===== src/rtl/sel_enc_pkg.sv =====
// Shared types and constants for the register select sequencer.
// Field codes, FSM state encoding, default IR field positions and a
// helper that sizes the hold counter.
package sel_enc_pkg;

    typedef enum logic [1:0] {
        FIELD_A   = 2'd0,
        FIELD_B   = 2'd1,
        FIELD_C   = 2'd2,
        FIELD_INV = 2'd3
    } field_e;

    typedef enum logic {
        ST_IDLE  = 1'b0,
        ST_DRIVE = 1'b1
    } state_e;

    localparam int DEF_RA_LSB = 23;
    localparam int DEF_RB_LSB = 19;
    localparam int DEF_RC_LSB = 15;

    // Width needed to hold the value hold-1 (at least one bit).
    function automatic int hold_cnt_width(input int hold);
        if (hold > 1) begin
            return $clog2(hold);
        end else begin
            return 1;
        end
    endfunction

endpackage


===== src/rtl/reg_select_sequencer_onehot_decoder.sv =====
// Index-to-one-hot decoder. An index at or beyond NUM_REGS, or a
// deasserted enable, yields an all-zero vector.
module onehot_decoder #(
    parameter int IDX_W    = 4,
    parameter int NUM_REGS = 16
) (
    input  logic [IDX_W-1:0]    i_idx,
    input  logic                i_en,
    output logic [NUM_REGS-1:0] o_onehot
);

    // Compare the index against every output position; out-of-range matches nothing.
    always_comb begin
        o_onehot = {NUM_REGS{1'b0}};
        for (int i = 0; i < NUM_REGS; i++) begin
            if (i_en && (32'(i_idx) == 32'(i))) begin
                o_onehot[i] = 1'b1;
            end else begin
                o_onehot[i] = 1'b0;
            end
        end
    end

endmodule


===== src/rtl/reg_select_sequencer.sv =====
// Register select sequencer: latches the instruction word, decodes Ra/Rb/Rc
// select commands into registered one-hot register-file enables held for
// HOLD_CYCLES cycles, flags malformed commands, and sign-extends the C immediate.
// Optional feature: define R0_BASE_EN to route base-address reads of R0 to
// r0_zero instead of r_out[0]; without it sel_baout behaves like sel_rout.
module reg_select_sequencer
    import sel_enc_pkg::*;
#(
    parameter int DATA_W      = 32,
    parameter int NUM_REGS    = 16,
    parameter int IDX_W       = 4,
    parameter int RA_LSB      = DEF_RA_LSB,
    parameter int RB_LSB      = DEF_RB_LSB,
    parameter int RC_LSB      = DEF_RC_LSB,
    parameter int IMM_W       = 19,
    parameter int HOLD_CYCLES = 1
) (
    input  logic                clock,
    input  logic                clear,
    input  logic [DATA_W-1:0]   ir_in,
    input  logic                ir_load,
    input  logic                sel_valid,
    output logic                sel_ready,
    input  logic [1:0]          sel_field,
    input  logic                sel_rin,
    input  logic                sel_rout,
    input  logic                sel_baout,
    output logic [NUM_REGS-1:0] r_in,
    output logic [NUM_REGS-1:0] r_out,
    output logic                r0_zero,
    output logic [DATA_W-1:0]   c_sign_extended,
    output logic                err_pulse
);

    localparam int CNT_W = hold_cnt_width(HOLD_CYCLES);
    localparam logic [CNT_W-1:0] CNT_LOAD = CNT_W'(HOLD_CYCLES - 1);

    logic [DATA_W-1:0]   r_ir;
    state_e              r_state;
    logic [CNT_W-1:0]    r_cnt;
    logic [NUM_REGS-1:0] r_we;
    logic [NUM_REGS-1:0] r_re;
    logic                r_r0z;
    logic                r_err;

    field_e              w_field;
    logic [IDX_W-1:0]    w_ra;
    logic [IDX_W-1:0]    w_rb;
    logic [IDX_W-1:0]    w_rc;
    logic [IDX_W-1:0]    w_idx;
    logic                w_err;
    logic                w_out_req;
    logic                w_r0z_req;
    logic                w_accept;
    logic [NUM_REGS-1:0] w_in_onehot;
    logic [NUM_REGS-1:0] w_out_onehot;
    logic                w_unused_ir;

    assign w_field   = field_e'(sel_field);
    assign w_ra      = r_ir[RA_LSB +: IDX_W];
    assign w_rb      = r_ir[RB_LSB +: IDX_W];
    assign w_rc      = r_ir[RC_LSB +: IDX_W];
    assign w_accept  = sel_valid & (r_state == ST_IDLE);
    // Not every IR bit feeds a field or the immediate; fold them so none dangle.
    assign w_unused_ir = ^r_ir;

    // Pick the register index named by the command's field code.
    always_comb begin
        case (w_field)
            FIELD_A: w_idx = w_ra;
            FIELD_B: w_idx = w_rb;
            FIELD_C: w_idx = w_rc;
            default: w_idx = {IDX_W{1'b0}};
        endcase
    end

    // Classify the command: bad field, out-of-range index or read/write conflict.
    always_comb begin
        w_err = 1'b0;
        if (w_field == FIELD_INV) begin
            w_err = 1'b1;
        end else if (32'(w_idx) >= 32'(NUM_REGS)) begin
            w_err = 1'b1;
        end else if (sel_rin && (sel_rout || sel_baout)) begin
            w_err = 1'b1;
        end else begin
            w_err = 1'b0;
        end
    end

    // Route read requests: a base-address read of R0 may be diverted to r0_zero.
    always_comb begin
`ifdef R0_BASE_EN
        w_out_req = sel_rout | (sel_baout & (w_idx != {IDX_W{1'b0}}));
        w_r0z_req = sel_baout & (w_idx == {IDX_W{1'b0}}) & ~w_err;
`else
        w_out_req = sel_rout | sel_baout;
        w_r0z_req = 1'b0;
`endif
    end

    onehot_decoder #(
        .IDX_W    (IDX_W),
        .NUM_REGS (NUM_REGS)
    ) u_dec_in (
        .i_idx    (w_idx),
        .i_en     (sel_rin & ~w_err),
        .o_onehot (w_in_onehot)
    );

    onehot_decoder #(
        .IDX_W    (IDX_W),
        .NUM_REGS (NUM_REGS)
    ) u_dec_out (
        .i_idx    (w_idx),
        .i_en     (w_out_req & ~w_err),
        .o_onehot (w_out_onehot)
    );

    // Instruction register: loads whenever requested, independent of the FSM.
    always_ff @(posedge clock or posedge clear) begin
        if (clear) begin
            r_ir <= {DATA_W{1'b0}};
        end else if (ir_load) begin
            r_ir <= ir_in;
        end else begin
            r_ir <= r_ir;
        end
    end

    // Command FSM: accept in IDLE, hold the registered enables in DRIVE, then release.
    always_ff @(posedge clock or posedge clear) begin
        if (clear) begin
            r_state <= ST_IDLE;
            r_cnt   <= {CNT_W{1'b0}};
            r_we    <= {NUM_REGS{1'b0}};
            r_re    <= {NUM_REGS{1'b0}};
            r_r0z   <= 1'b0;
            r_err   <= 1'b0;
        end else begin
            case (r_state)
                ST_IDLE: begin
                    if (w_accept) begin
                        r_state <= ST_DRIVE;
                        r_cnt   <= CNT_LOAD;
                        r_we    <= w_in_onehot;
                        r_re    <= w_out_onehot;
                        r_r0z   <= w_r0z_req;
                        r_err   <= w_err;
                    end else begin
                        r_err   <= 1'b0;
                    end
                end
                ST_DRIVE: begin
                    r_err <= 1'b0;
                    if (r_cnt != {CNT_W{1'b0}}) begin
                        r_cnt <= r_cnt - CNT_W'(1);
                    end else begin
                        r_state <= ST_IDLE;
                        r_we    <= {NUM_REGS{1'b0}};
                        r_re    <= {NUM_REGS{1'b0}};
                        r_r0z   <= 1'b0;
                    end
                end
                default: begin
                    r_state <= ST_IDLE;
                    r_cnt   <= {CNT_W{1'b0}};
                    r_we    <= {NUM_REGS{1'b0}};
                    r_re    <= {NUM_REGS{1'b0}};
                    r_r0z   <= 1'b0;
                    r_err   <= 1'b0;
                end
            endcase
        end
    end

    assign sel_ready       = (r_state == ST_IDLE);
    assign r_in            = r_we;
    assign r_out           = r_re;
    assign r0_zero         = r_r0z;
    assign err_pulse       = r_err;
    assign c_sign_extended = {{(DATA_W - IMM_W){r_ir[IMM_W-1]}}, r_ir[IMM_W-1:0]};

endmodule

===== config.mk =====
export PLATFORM = sky130hd
export DESIGN_NAME = reg_select_sequencer
export DESIGN_NICKNAME = d
export VERILOG_FILES = /design/src/rtl/sel_enc_pkg.sv /design/src/rtl/reg_select_sequencer_onehot_decoder.sv /design/src/rtl/reg_select_sequencer.sv
export SDC_FILE = /design/constraint.sdc
export NUM_CORES = 1
export LEC_CHECK = 0
export ABC_CLOCK_PERIOD_IN_PS = 1800
export CAP_MARGIN = 20
export CORE_MARGIN = 5
export CORE_UTILIZATION = 41
export CTS_CLUSTER_DIAMETER = 120
export DETAILED_ROUTE_END_ITERATION = 6
export PLACE_DENSITY = 0.77
export SYNTH_ARGS = -nofsm -noshare
export SYNTH_HDL_FRONTEND = slang
export SYNTH_HIERARCHICAL = 1
export SYNTH_SLANG_ARGS = --single-unit

===== constraint.sdc =====
create_clock -name clock -period 1.8 [get_ports clock]
set_input_delay 0.27 -clock clock [delete_from_list [all_inputs] [get_ports clock]]
set_output_delay 0.27 -clock clock [all_outputs]
set_load 0.02 [all_outputs]

==> impl_metrics.tcl <==
set metrics [dict create \
    status "finished, final reports clean" \
    fin_crit_sh 0.922 \
    hpwl_um 4920 \
    grt_pass1_vias 2251 \
    syn_area_per_cell_sq_um 11.7 \
    cts_buffers 9 \
    place_ws_ns -0.417 \
    maxSlewViolCount 0 \
    path_clk_slew_ns 0.07 \
    maxCapViolations 0 \
    fin_crit_ns 1.66 \
    synth_cell_types 26 \
    die_area_sq_um 9340 \
    fp.dieH_um 96.6 \
    std_cell_rows 31 \
    synth-simple-area-share 0.127 \
    vias 2126 \
    diodes 0 \
    worstSetupStartpointType "input port" \
    vias_per_cell 4.70 \
    drive_gt1_frac 0.201 \
    rsz0062_at_grt "no" \
    yosys-mux-area-fraction 0.240 \
    worstPathArrival_ns 1.87 \
    fin_nets 389 \
    fmaxAchievable_mhz 603 \
    ios 108 \
    setup_viol 0 \
    antenna_found_initial 0 \
    yosys_warnings 6 \
    drtPass1Iterations 4 \
    area_growth_pct 37.3 \
    min_path_type "input port to asynchronous set/reset pin" \
    p_per_area_nw_per_um2 759 \
    cts_hold_buf 0 \
    dp_cells 436 \
    drc 0 \
    syn-num-nets 303 \
    initial_core_util 0.422 \
    clock_path_buffers 2 \
    clock-sinks 61 \
    final_common_cell "clkdlybuf4s50_1" \
    crit_path_max_fanout 10 \
    synth_compound_area_frac 0.0154 \
    synth_top_cell_area_share 0.496 \
    cts_root_buf "clkbuf_8" \
    skew_ns 0.00998 \
    crit_required_ns 2.01 \
    first_iter_violations 80 \
    tns_ns 0 \
    yosysTopAreaCell "dfrtp_1" \
    die_x_um 96.6 \
    synth_xor_xnor_area_share 0 \
    syn_area_sq_um 3080 \
    ir_drop_uv 419 \
    grt_pass1_wl_um 11500 \
    avgRoutedWirePerCell_um 15.0 \
    worstSetupEndpointType "register" \
    leakage_nw 2.06 \
    worst_slack_ns 0.141 \
    instances_no_fill 452 \
    synth-seq-cells 61 \
    gp_congestion 0.736 \
    routed_wl_um 6800 \
    synth_fa_ha_area_frac 0 \
    synth_top_family_by_area "multiplexers" \
    clkLatencyLatePin_ns 0.33 \
    grt_start_max_net_pins 34 \
    ys_seq_area_frac 0.496 \
    ant_nets 0 \
    critical_path_class "input port to register" \
    cts_setup_buffers 0 \
    track_usage 0.150 \
    htree_levels 3 \
    core-area_sq_um 7290 \
    ys_top_cells_by_area "dfrtp_1, mux2i_1, mux2_4" \
    grt_overflow 0 \
    port_buffers 101 \
    mostFrequentLayoutCells "clkdlybuf4s50_1, dfrtp_1, nor2_1" \
    netlist_instances 262 \
    holdWs_ns 0.319 \
    cts_tree "built" \
    hold_viol_final 0 \
]
==> cells in the mapped netlist <==
cell type,number
nor3b_1,1
o21ai_0,1
a21boi_0,1
clkbuf_1,2
nor3_1,6
nor2_1,57
and3_1,1
or3b_4,2
nand3_1,2
nand3b_1,4
buf_2,3
buf_4,34
nand2_1,3
nor3_2,2
nand2b_1,4
mux2_4,20
buf_12,2
nor2b_1,1
buf_6,4
inv_1,2
and2b_1,1
conb_1,1
mux2_2,7
mux2i_1,36
o2bb2ai_1,4
dfrtp_1,61
==> worst max-delay path, cell delays in order <==
cell and delay, ns:
clkdlybuf4s50_1 0.49, nor2b_4 0.19, buf_4 0.13, o2bb2ai_1 0.10, buf_4 0.18, nand2b_1 0.22, nor2_1 0.08, mux2i_1 0.15
nor2_1 0.06
==> flip-flops by register name, summed over array words and instances, names as in the netlist <==
name	flops
err_pulse	1
r_out	16
r_ir	27
r_state	1
r_in	16
==> routing by layer <==
layer,global-route usage,up-vias,routed length [um]
met1,0.183,1030,2930
met3,0.0561,9,487
met4,0.0616,0,93
li1,-,1019,-
met5,0,-,0
met2,0.238,68,3290
==> repair_timing <==
action                                 in CTS  in global routing
gates cloned                                0                  0
endpoints found under the hold margin       0                  0
gates resized for setup                     4                 16
setup endpoints to repair                  20                 21
pin swaps                                   0                  0
==> power breakdown <==
part | switching, mW | leakage [nW] | internal (mW)
Clock | 0.524 | 0.0829 | 0.490
Sequential | 0.0436 | 0.788 | 1.44
Combinational | 0.338 | 1.19 | 0.370
Total | 0.906 | 2.06 | 2.30
==> kinds of logic (layout without fill, tap and decap cells) <==
logic type,count (synthesis),count (layout)
flip-flops,61,61
other,1,1
AND/OR/NAND/NOR,84,84
AO/OA/AOI/OAI,6,6
buffers and inverters,47,138
multiplexers,63,63
==> worst paths after layout <==
kind,from,endpoint,slack [ns],depth (start not counted)
max,sel_field[0],r_in[6],0.14,9
min reg2reg,r_ir[11],r_ir[11],0.51,1
max reg2reg,r_ir[18],r_in[0],0.22,6
max in group asynchronous,clear,r_out[12],1.15,3
min,clear,r_ir[12],0.32,3
min in group clock,ir_load,r_ir[0],0.46,3
==> metrics by stage <==
step	utilization	power, mW	cell area [sq um]
3_5_place_dp	0.550	2.22	4010
5_1_grt	0.579	3.36	4230
4_1_cts	0.573	3.26	4180
2_1_floorplan	-	1.99	3080
3_3_place_gp	0.550	2.21	4010
6_report	0.579	3.21	4230
==> area by class of cell <==
type / count / area (sq um)
Timing Repair Buffer: 120 / 1200
Clock buffer: 11 / 131
Inverter: 2 / 7.51
Clock inverter: 5 / 27.5
Fill cell: 632 / 3070
Tap cell: 99 / 124
Sequential cell: 61 / 1530
Multi-Input combinational cell: 154 / 1210
Power figures use the tool's default switching activity.
